===== src/rtl/cpu_defs.sv =====
// Definitions shared by the fetch/PC stage and the multicycle control FSM:
// opcode and funct encodings, plus the fetch state encoding.
package cpu_defs;

    localparam logic [5:0] OP_RTYPE = 6'h00;
    localparam logic [5:0] OP_J     = 6'h02;
    localparam logic [5:0] OP_JAL   = 6'h03;
    localparam logic [5:0] OP_BEQ   = 6'h04;
    localparam logic [5:0] OP_BNE   = 6'h05;
    localparam logic [5:0] OP_ADDI  = 6'h08;
    localparam logic [5:0] OP_XORI  = 6'h0E;
    localparam logic [5:0] OP_LW    = 6'h23;
    localparam logic [5:0] OP_SW    = 6'h2B;

    localparam logic [5:0] FN_JR    = 6'h08;
    localparam logic [5:0] FN_ADD   = 6'h20;
    localparam logic [5:0] FN_SUB   = 6'h22;
    localparam logic [5:0] FN_SLT   = 6'h2A;

    typedef enum logic [1:0] {
        ST_IDLE      = 2'd0,
        ST_FETCH_REQ = 2'd1,
        ST_HOLD      = 2'd2
    } fetch_state_e;

endpackage


===== src/rtl/next_pc_calc.sv =====
// Combinational next-PC selection: JR, J/JAL, conditional branch, or pc+4.
// Also flags the illegal beq+bne combination.
module next_pc_calc
    import cpu_defs::*;
(
    input  logic [31:0] pc_plus4,
    input  logic [31:0] instr,
    input  logic [31:0] rs_val,
    input  logic        jump,
    input  logic        beq,
    input  logic        bne,
    input  logic        zero,
    output logic [31:0] next_pc,
    output logic        illegal_br
);

    logic signed [31:0] br_off;
    logic               br_taken;
    logic        [31:0] jr_tgt;

    always_comb begin
        br_off     = $signed({{14{instr[15]}}, instr[15:0], 2'b00});
        br_taken   = (beq & zero) | (bne & ~zero);
        illegal_br = beq & bne;
        // JR targets are forced to word alignment rather than trapping
        jr_tgt     = rs_val & 32'hFFFF_FFFC;
        next_pc    = pc_plus4;
        if (jump && (instr[31:26] == OP_RTYPE)) begin
            next_pc = jr_tgt;
        end else if (jump) begin
            next_pc = {pc_plus4[31:28], instr[25:0], 2'b00};
        end else if (br_taken) begin
            next_pc = pc_plus4 + $unsigned(br_off);
        end
    end

endmodule


===== src/rtl/fetch_pc_unit.sv =====
// Instruction-fetch / PC stage: fetches over a req/ack handshake, holds the
// instruction register for the control FSM, and advances the PC on pc_update.
module fetch_pc_unit
    import cpu_defs::*;
#(
    parameter logic [31:0] RESET_PC    = 32'h0000_0000,
    parameter int unsigned ACK_TIMEOUT = 16
) (
    input  logic        clk,
    input  logic        reset,
    output logic [31:0] imem_addr,
    output logic        imem_req,
    input  logic        imem_ack,
    input  logic [31:0] imem_rdata,
    input  logic        pc_update,
    input  logic        jump,
    input  logic        beq,
    input  logic        bne,
    input  logic        zero,
    input  logic [31:0] rs_val,
    output logic [31:0] instr,
    output logic [5:0]  opcode,
    output logic [5:0]  funct,
    output logic [4:0]  rs,
    output logic [4:0]  rt,
    output logic [4:0]  rd,
    output logic [15:0] imm16,
    output logic        instr_valid,
    output logic [31:0] pc_plus4,
    output logic        fetch_err
);

    localparam logic [15:0] TO_LIM = 16'(ACK_TIMEOUT);

    fetch_state_e state, state_nx;
    logic [31:0]  pc;
    logic [31:0]  next_pc;
    logic [15:0]  to_cnt;
    logic         illegal_br;
    logic         retire;
    logic         bad_update;
    logic         timeout_hit;
    logic         err_set;

    next_pc_calc u_next_pc (
        .pc_plus4   (pc_plus4),
        .instr      (instr),
        .rs_val     (rs_val),
        .jump       (jump),
        .beq        (beq),
        .bne        (bne),
        .zero       (zero),
        .next_pc    (next_pc),
        .illegal_br (illegal_br)
    );

    always_comb begin
        state_nx    = state;
        imem_req    = 1'b0;
        instr_valid = 1'b0;
        retire      = 1'b0;
        bad_update  = 1'b0;
        timeout_hit = 1'b0;
        case (state)
            ST_IDLE: begin
                state_nx   = ST_FETCH_REQ;
                bad_update = pc_update;
            end
            ST_FETCH_REQ: begin
                imem_req   = 1'b1;
                bad_update = pc_update;
                if (imem_ack) begin
                    state_nx = ST_HOLD;
                end else if ((TO_LIM != 16'd0) && (to_cnt + 16'd1 == TO_LIM)) begin
                    timeout_hit = 1'b1;
                end
            end
            ST_HOLD: begin
                instr_valid = 1'b1;
                if (pc_update) begin
                    retire   = 1'b1;
                    state_nx = ST_FETCH_REQ;
                end
            end
            default: state_nx = ST_IDLE;
        endcase
        err_set = bad_update | timeout_hit | (retire & illegal_br);
    end

    always_ff @(posedge clk) begin
        if (reset) begin
            state     <= ST_IDLE;
            pc        <= RESET_PC;
            instr     <= '0;
            to_cnt    <= '0;
            fetch_err <= 1'b0;
        end else begin
            state <= state_nx;
            if (err_set) begin
                fetch_err <= 1'b1;
            end
            if ((state == ST_FETCH_REQ) && imem_ack) begin
                instr <= imem_rdata;
            end
            if (retire) begin
                pc <= next_pc;
            end
            // Counter saturates at the limit so a stuck request cannot wrap it
            if ((state == ST_FETCH_REQ) && !imem_ack) begin
                if ((TO_LIM != 16'd0) && (to_cnt != TO_LIM)) begin
                    to_cnt <= to_cnt + 16'd1;
                end
            end else begin
                to_cnt <= '0;
            end
        end
    end

    assign imem_addr = pc;
    assign pc_plus4  = pc + 32'd4;
    assign opcode    = instr[31:26];
    assign funct     = instr[5:0];
    assign rs        = instr[25:21];
    assign rt        = instr[20:16];
    assign rd        = instr[15:11];
    assign imm16     = instr[15:0];

endmodule

===== config.mk =====
export PLATFORM = sky130hd
export DESIGN_NAME = fetch_pc_unit
export DESIGN_NICKNAME = d
export VERILOG_FILES = /design/src/rtl/cpu_defs.sv /design/src/rtl/next_pc_calc.sv /design/src/rtl/fetch_pc_unit.sv
export SDC_FILE = /design/constraint.sdc
export NUM_CORES = 1
export LEC_CHECK = 0
export CORE_MARGIN = 1.5
export CORE_UTILIZATION = 43
export DETAILED_ROUTE_END_ITERATION = 10
export MAX_ROUTING_LAYER = met4
export PLACE_DENSITY_LB_ADDON = 0.08
export SYNTH_ARGS = -nofsm -noshare
export SYNTH_HDL_FRONTEND = slang
export SYNTH_SLANG_ARGS = --single-unit

===== constraint.sdc =====
create_clock -name clk -period 3.4 [get_ports clk]
set_input_delay 0.68 -clock clk [delete_from_list [all_inputs] [get_ports clk]]
set_output_delay 0.68 -clock clk [all_outputs]
set_load 0.1 [all_outputs]

==> results.md <==
* Layout area overhead at 59.15%
* Wire length of the first global-routing pass at 38.21 mm
* WL per Instance at 18.46 µm
* Power per cell area at between 200 and 300 nW/µm²
* Half-perimeter wire length of the detailed placement result at about 19 mm
* Worst Setup End Kind: register
* CP dominant cell by count: sky130_fd_sc_hd__ha_4
* Worst r2r src: imem_addr[2]
* Fraction of power spent switching nets at roughly two fifths
* Count of TritonRoute iterations in the first routing pass at 5
* Static leakage at 0.004631 µW
* Final Cycle Share at 97.45%
* Placeable core area at approximately 15000 µm²
* Setup skew after layout at about 6.7 ps
* Worst hold slack after final layout at 494.6 ps
* Post-route antenna net violation count at 0
* Number of clock sinks seen by CTS at a little over 80
* Initial Util at between 40% and 50%
* Leading cell type by number of instances after synthesis: sky130_fd_sc_hd__nand2_1
* Type of the setup path with the least slack: register to register
* Number of cell rows at 45
* Cell depth of the worst min-delay path at 2
* Leading cell types by count after synthesis: sky130_fd_sc_hd__nand2_1 (144), sky130_fd_sc_hd__a21oi_1 (97), sky130_fd_sc_hd__dfxtp_1 (81), sky130_fd_sc_hd__nor2_1 (74), sky130_fd_sc_hd__buf_4 (48)
* Cell accounting for the most synthesized area: sky130_fd_sc_hd__dfxtp_1
* Sum Neg Setup Slack at 0 ps
* Critical Path Stages at 13
* Number of hold-slack violations in the final timing report at 0
* Buffers and inverters on the worst path at 1
* Via count of the first global-routing pass at slightly above 7000
* Switching power at about 1200 µW
* Worst-path maximum fanout at 4
* Global placement routability congestion at 0.9333
* Cell chain of the critical path: ha_4 > nand3_4 > buf_6 > xnor2_4 > ha_4 > a21o_1 > a221o_2 > a2111oi_4 > o31ai_4 > a21oi_2 > o41ai_2 > xnor2_1 > o31ai_1
* Tightest Pin Transition at around 610 ps
* Vias per cell at approximately 5.6
* Flop-to-flop setup slack at a little under 90 ps
* Root buf cell: sky130_fd_sc_hd__clkbuf_16
* Startpoint Class: register
* Fraction of final layout cells sized beyond drive strength 1 at 36.64%
* Relative slew slack at 58.73%
* GRT met1 Usage at roughly two fifths
* Register bit count reported by yosys at between 80 and 90
* Post-Place Cells at 1315
* Critical path data arrival time at roughly 3600 ps
* CTS clk-pin slew, worst paths at approximately 60 ps
* DIE HEIGHT at about 130 µm
* Clock latency reported for the late side of the worst-skew pair at ~360 ps
* Initial antenna violation count at 0
* Via Count at roughly 7600
* Cell area after synthesis at ~6700 µm²
* Path class of the lowest-slack min-delay path: register to register
* Total of buffers placed on input and output ports at 207
* Remaining design rule violation count at 0
* Max Buffers Root-to-Sink at 2
* Number of diodes at 0
* CTS tree: yes
* Largest net degree at the start of global routing at 33
* Total Wirelength at between 20 and 25 mm
* EDFF count, synth at 0
* Average cell area after synthesis at roughly 7.3 µm²
* Reg-to-reg critical path endpoint: imem_addr[28]
* Cell at the slowest stage of the critical path: sky130_fd_sc_hd__a2111oi_4
* Total routing usage reported by global routing at a little under a third
* Internal power at roughly 1900 µW
* Unique cell type count in the Yosys netlist at 76
* Path depth of the worst reg2reg path at 13
* Part of the power in combinational logic at around a third
* Asr flop ratio synth at 0%
* Unrepaired setup endpoints after global routing: yes
* Highest achievable clock rate at roughly 300 MHz
* Part of the total power dissipated in the clock network at 34.4%
* Top FF cell, synth: sky130_fd_sc_hd__dfxtp_1
* Result of the run: completed
* Max incr delay on CP at 500 ps
* Max-cap violations at 0
* Busiest layer in global routing: met2
* Layout net count at 1267
* Total number of H-tree levels at 3
* Minimum period implied by the final worst setup slack at ~3300 ps
* Final core area utilization at a little over two thirds
* Die X-Extent at 127.5 µm
* Required time at the worst-slack endpoint at between 3000 and 4000 ps
* Count of warnings emitted by yosys at 0
* Final setup violation count at 0
* Maximum vdd drop at approximately 260 µV
* Top delay family on crit path: compound AO/OA/AOI/OAI gates
* Hold path endpoint: instr[28]
* Cell count after synthesis at 910
* Initial drt markers at ~450
* Share of synthesized area occupied by flip-flops and latches at 24.34%
* Cell types with the largest area share after synthesis: sky130_fd_sc_hd__dfxtp_1 (24%), sky130_fd_sc_hd__nand2_1 (8.1%), sky130_fd_sc_hd__ha_1 (7.3%), sky130_fd_sc_hd__a21oi_1 (7.3%), sky130_fd_sc_hd__buf_4 (5.4%)
* Sequential fraction of design power at about a third
* Non-filler instance count after layout at around 1300
* Boundary Pins at between 200 and 250
* Number of CTS-inserted buffers at 9
* Area share of the leading cell type in the synthesized netlist at 24.34%
* Global-route track usage on met3 at 6.784%
* Total grt overflow at 0
* GR met2 Demand/Resource at a little under 50%
* Filler cell count in the final layout at 1244
* Hold path start: instr[28]
* Area of the die at approximately 16000 µm²
* Hold Buf Count CTS at 0
* Count of pins over their slew limit at 0
-- sequential cells by signal, summed over array words and instances, names as in the netlist --
name,cells
instr,32
state,2
to_cnt,16
imem_addr,30
fetch_err,1
-- stage by stage --
stage	power, µW	cell area (µm²)	setup slack, ps
detailed placement	2057	9827	20.46
global route	3255	10600	-44.68
CTS	3132	10160	23.80
finish	3153	10600	86.57
global placement	2052	9827	21.58
floorplan	1769	7475	-532.3
-- routing by layer --
metal	up-vias	routed length, µm
met4	0	330
met2	301	11820
met3	31	1888
met5	-	0
met1	3587	10850
li1	3695	-
-- worst max path at each step --
stage / slack [ps] / start / end
finish: 90 / imem_addr[2] / imem_addr[28]
global route: -40 / imem_addr[2] / imem_addr[23]
CTS: 20 / imem_addr[3] / imem_addr[25]
detailed placement: 20 / imem_addr[3] / imem_addr[28]
global placement: 20 / imem_addr[3] / imem_addr[28]
floorplan: -530 / imem_addr[3] / imem_addr[31]
-- cell families (layout without fill, tap and decap cells) --
family,count (synthesis),count (layout),synth area share [%]
xor+xnor,62,62,8.265
other cells,1,4,0.05629
compound gates,251,251,24.02
buf+inv,111,358,9.147
fa+ha+maj,40,40,7.626
flops,81,81,24.34
mux,9,9,1.390
simple gates,355,355,25.15
-- worst register-to-register path, cell delays in order (launching register included) --
cell and delay, ps:
sky130_fd_sc_hd__dfxtp_4 380, sky130_fd_sc_hd__ha_4 150, sky130_fd_sc_hd__nand3_4 100, sky130_fd_sc_hd__buf_6 160, sky130_fd_sc_hd__xnor2_4 210, sky130_fd_sc_hd__ha_4 240, sky130_fd_sc_hd__a21o_1 170, sky130_fd_sc_hd__a221o_2 430
sky130_fd_sc_hd__a2111oi_4 500, sky130_fd_sc_hd__o31ai_4 130, sky130_fd_sc_hd__a21oi_2 240, sky130_fd_sc_hd__o41ai_2 120, sky130_fd_sc_hd__xnor2_1 160, sky130_fd_sc_hd__o31ai_1 220
-- cell type report --
| cell class | instances | area (µm²) | share of cell area, % |
|---|---|---|---|
| tap | 188 | 235.2 | 2.219 |
| timing repair buffer | 326 | 2818 | 26.58 |
| inverter | 16 | 60.06 | 0.5665 |
| clock inverter | 6 | 70.07 | 0.6609 |
| clock buffer | 10 | 250.2 | 2.360 |
| sequential | 81 | 1700 | 16.04 |
| multi-input combinational | 721 | 5468 | 51.58 |
-- placed cells by master, fill, tap and decap left out, drive strengths merged, types with 20 or more instances in the layout --
| master | instances |
|---|---|
| a21oi | 99 |
| and3 | 22 |
| buf | 258 |
| clkdlybuf4s50 | 68 |
| dfxtp | 81 |
| ha | 39 |
| inv | 20 |
| nand2 | 144 |
| nand3 | 30 |
| nor2 | 74 |
| nor3 | 22 |
| o21ai | 44 |
| xnor2 | 34 |
| xor2 | 28 |
-- power groups by stage --
stage	Clock [µW]	Sequential (µW)	Combinational, µW
after floorplan	0	1210	556
after global placement	0	1030	1020
after detailed placement	0	1030	1030
after CTS	1090	1010	1030
after global routing	1130	1010	1110
final	1080	1010	1060
-- repair_timing --
item                       CTS  global route
pin swaps                    1            37
cloned                       0             0
setup endpoints to repair    4            14
setup buffers                2            15
resized for setup            0            71
(Power assumes the default switching activity.)
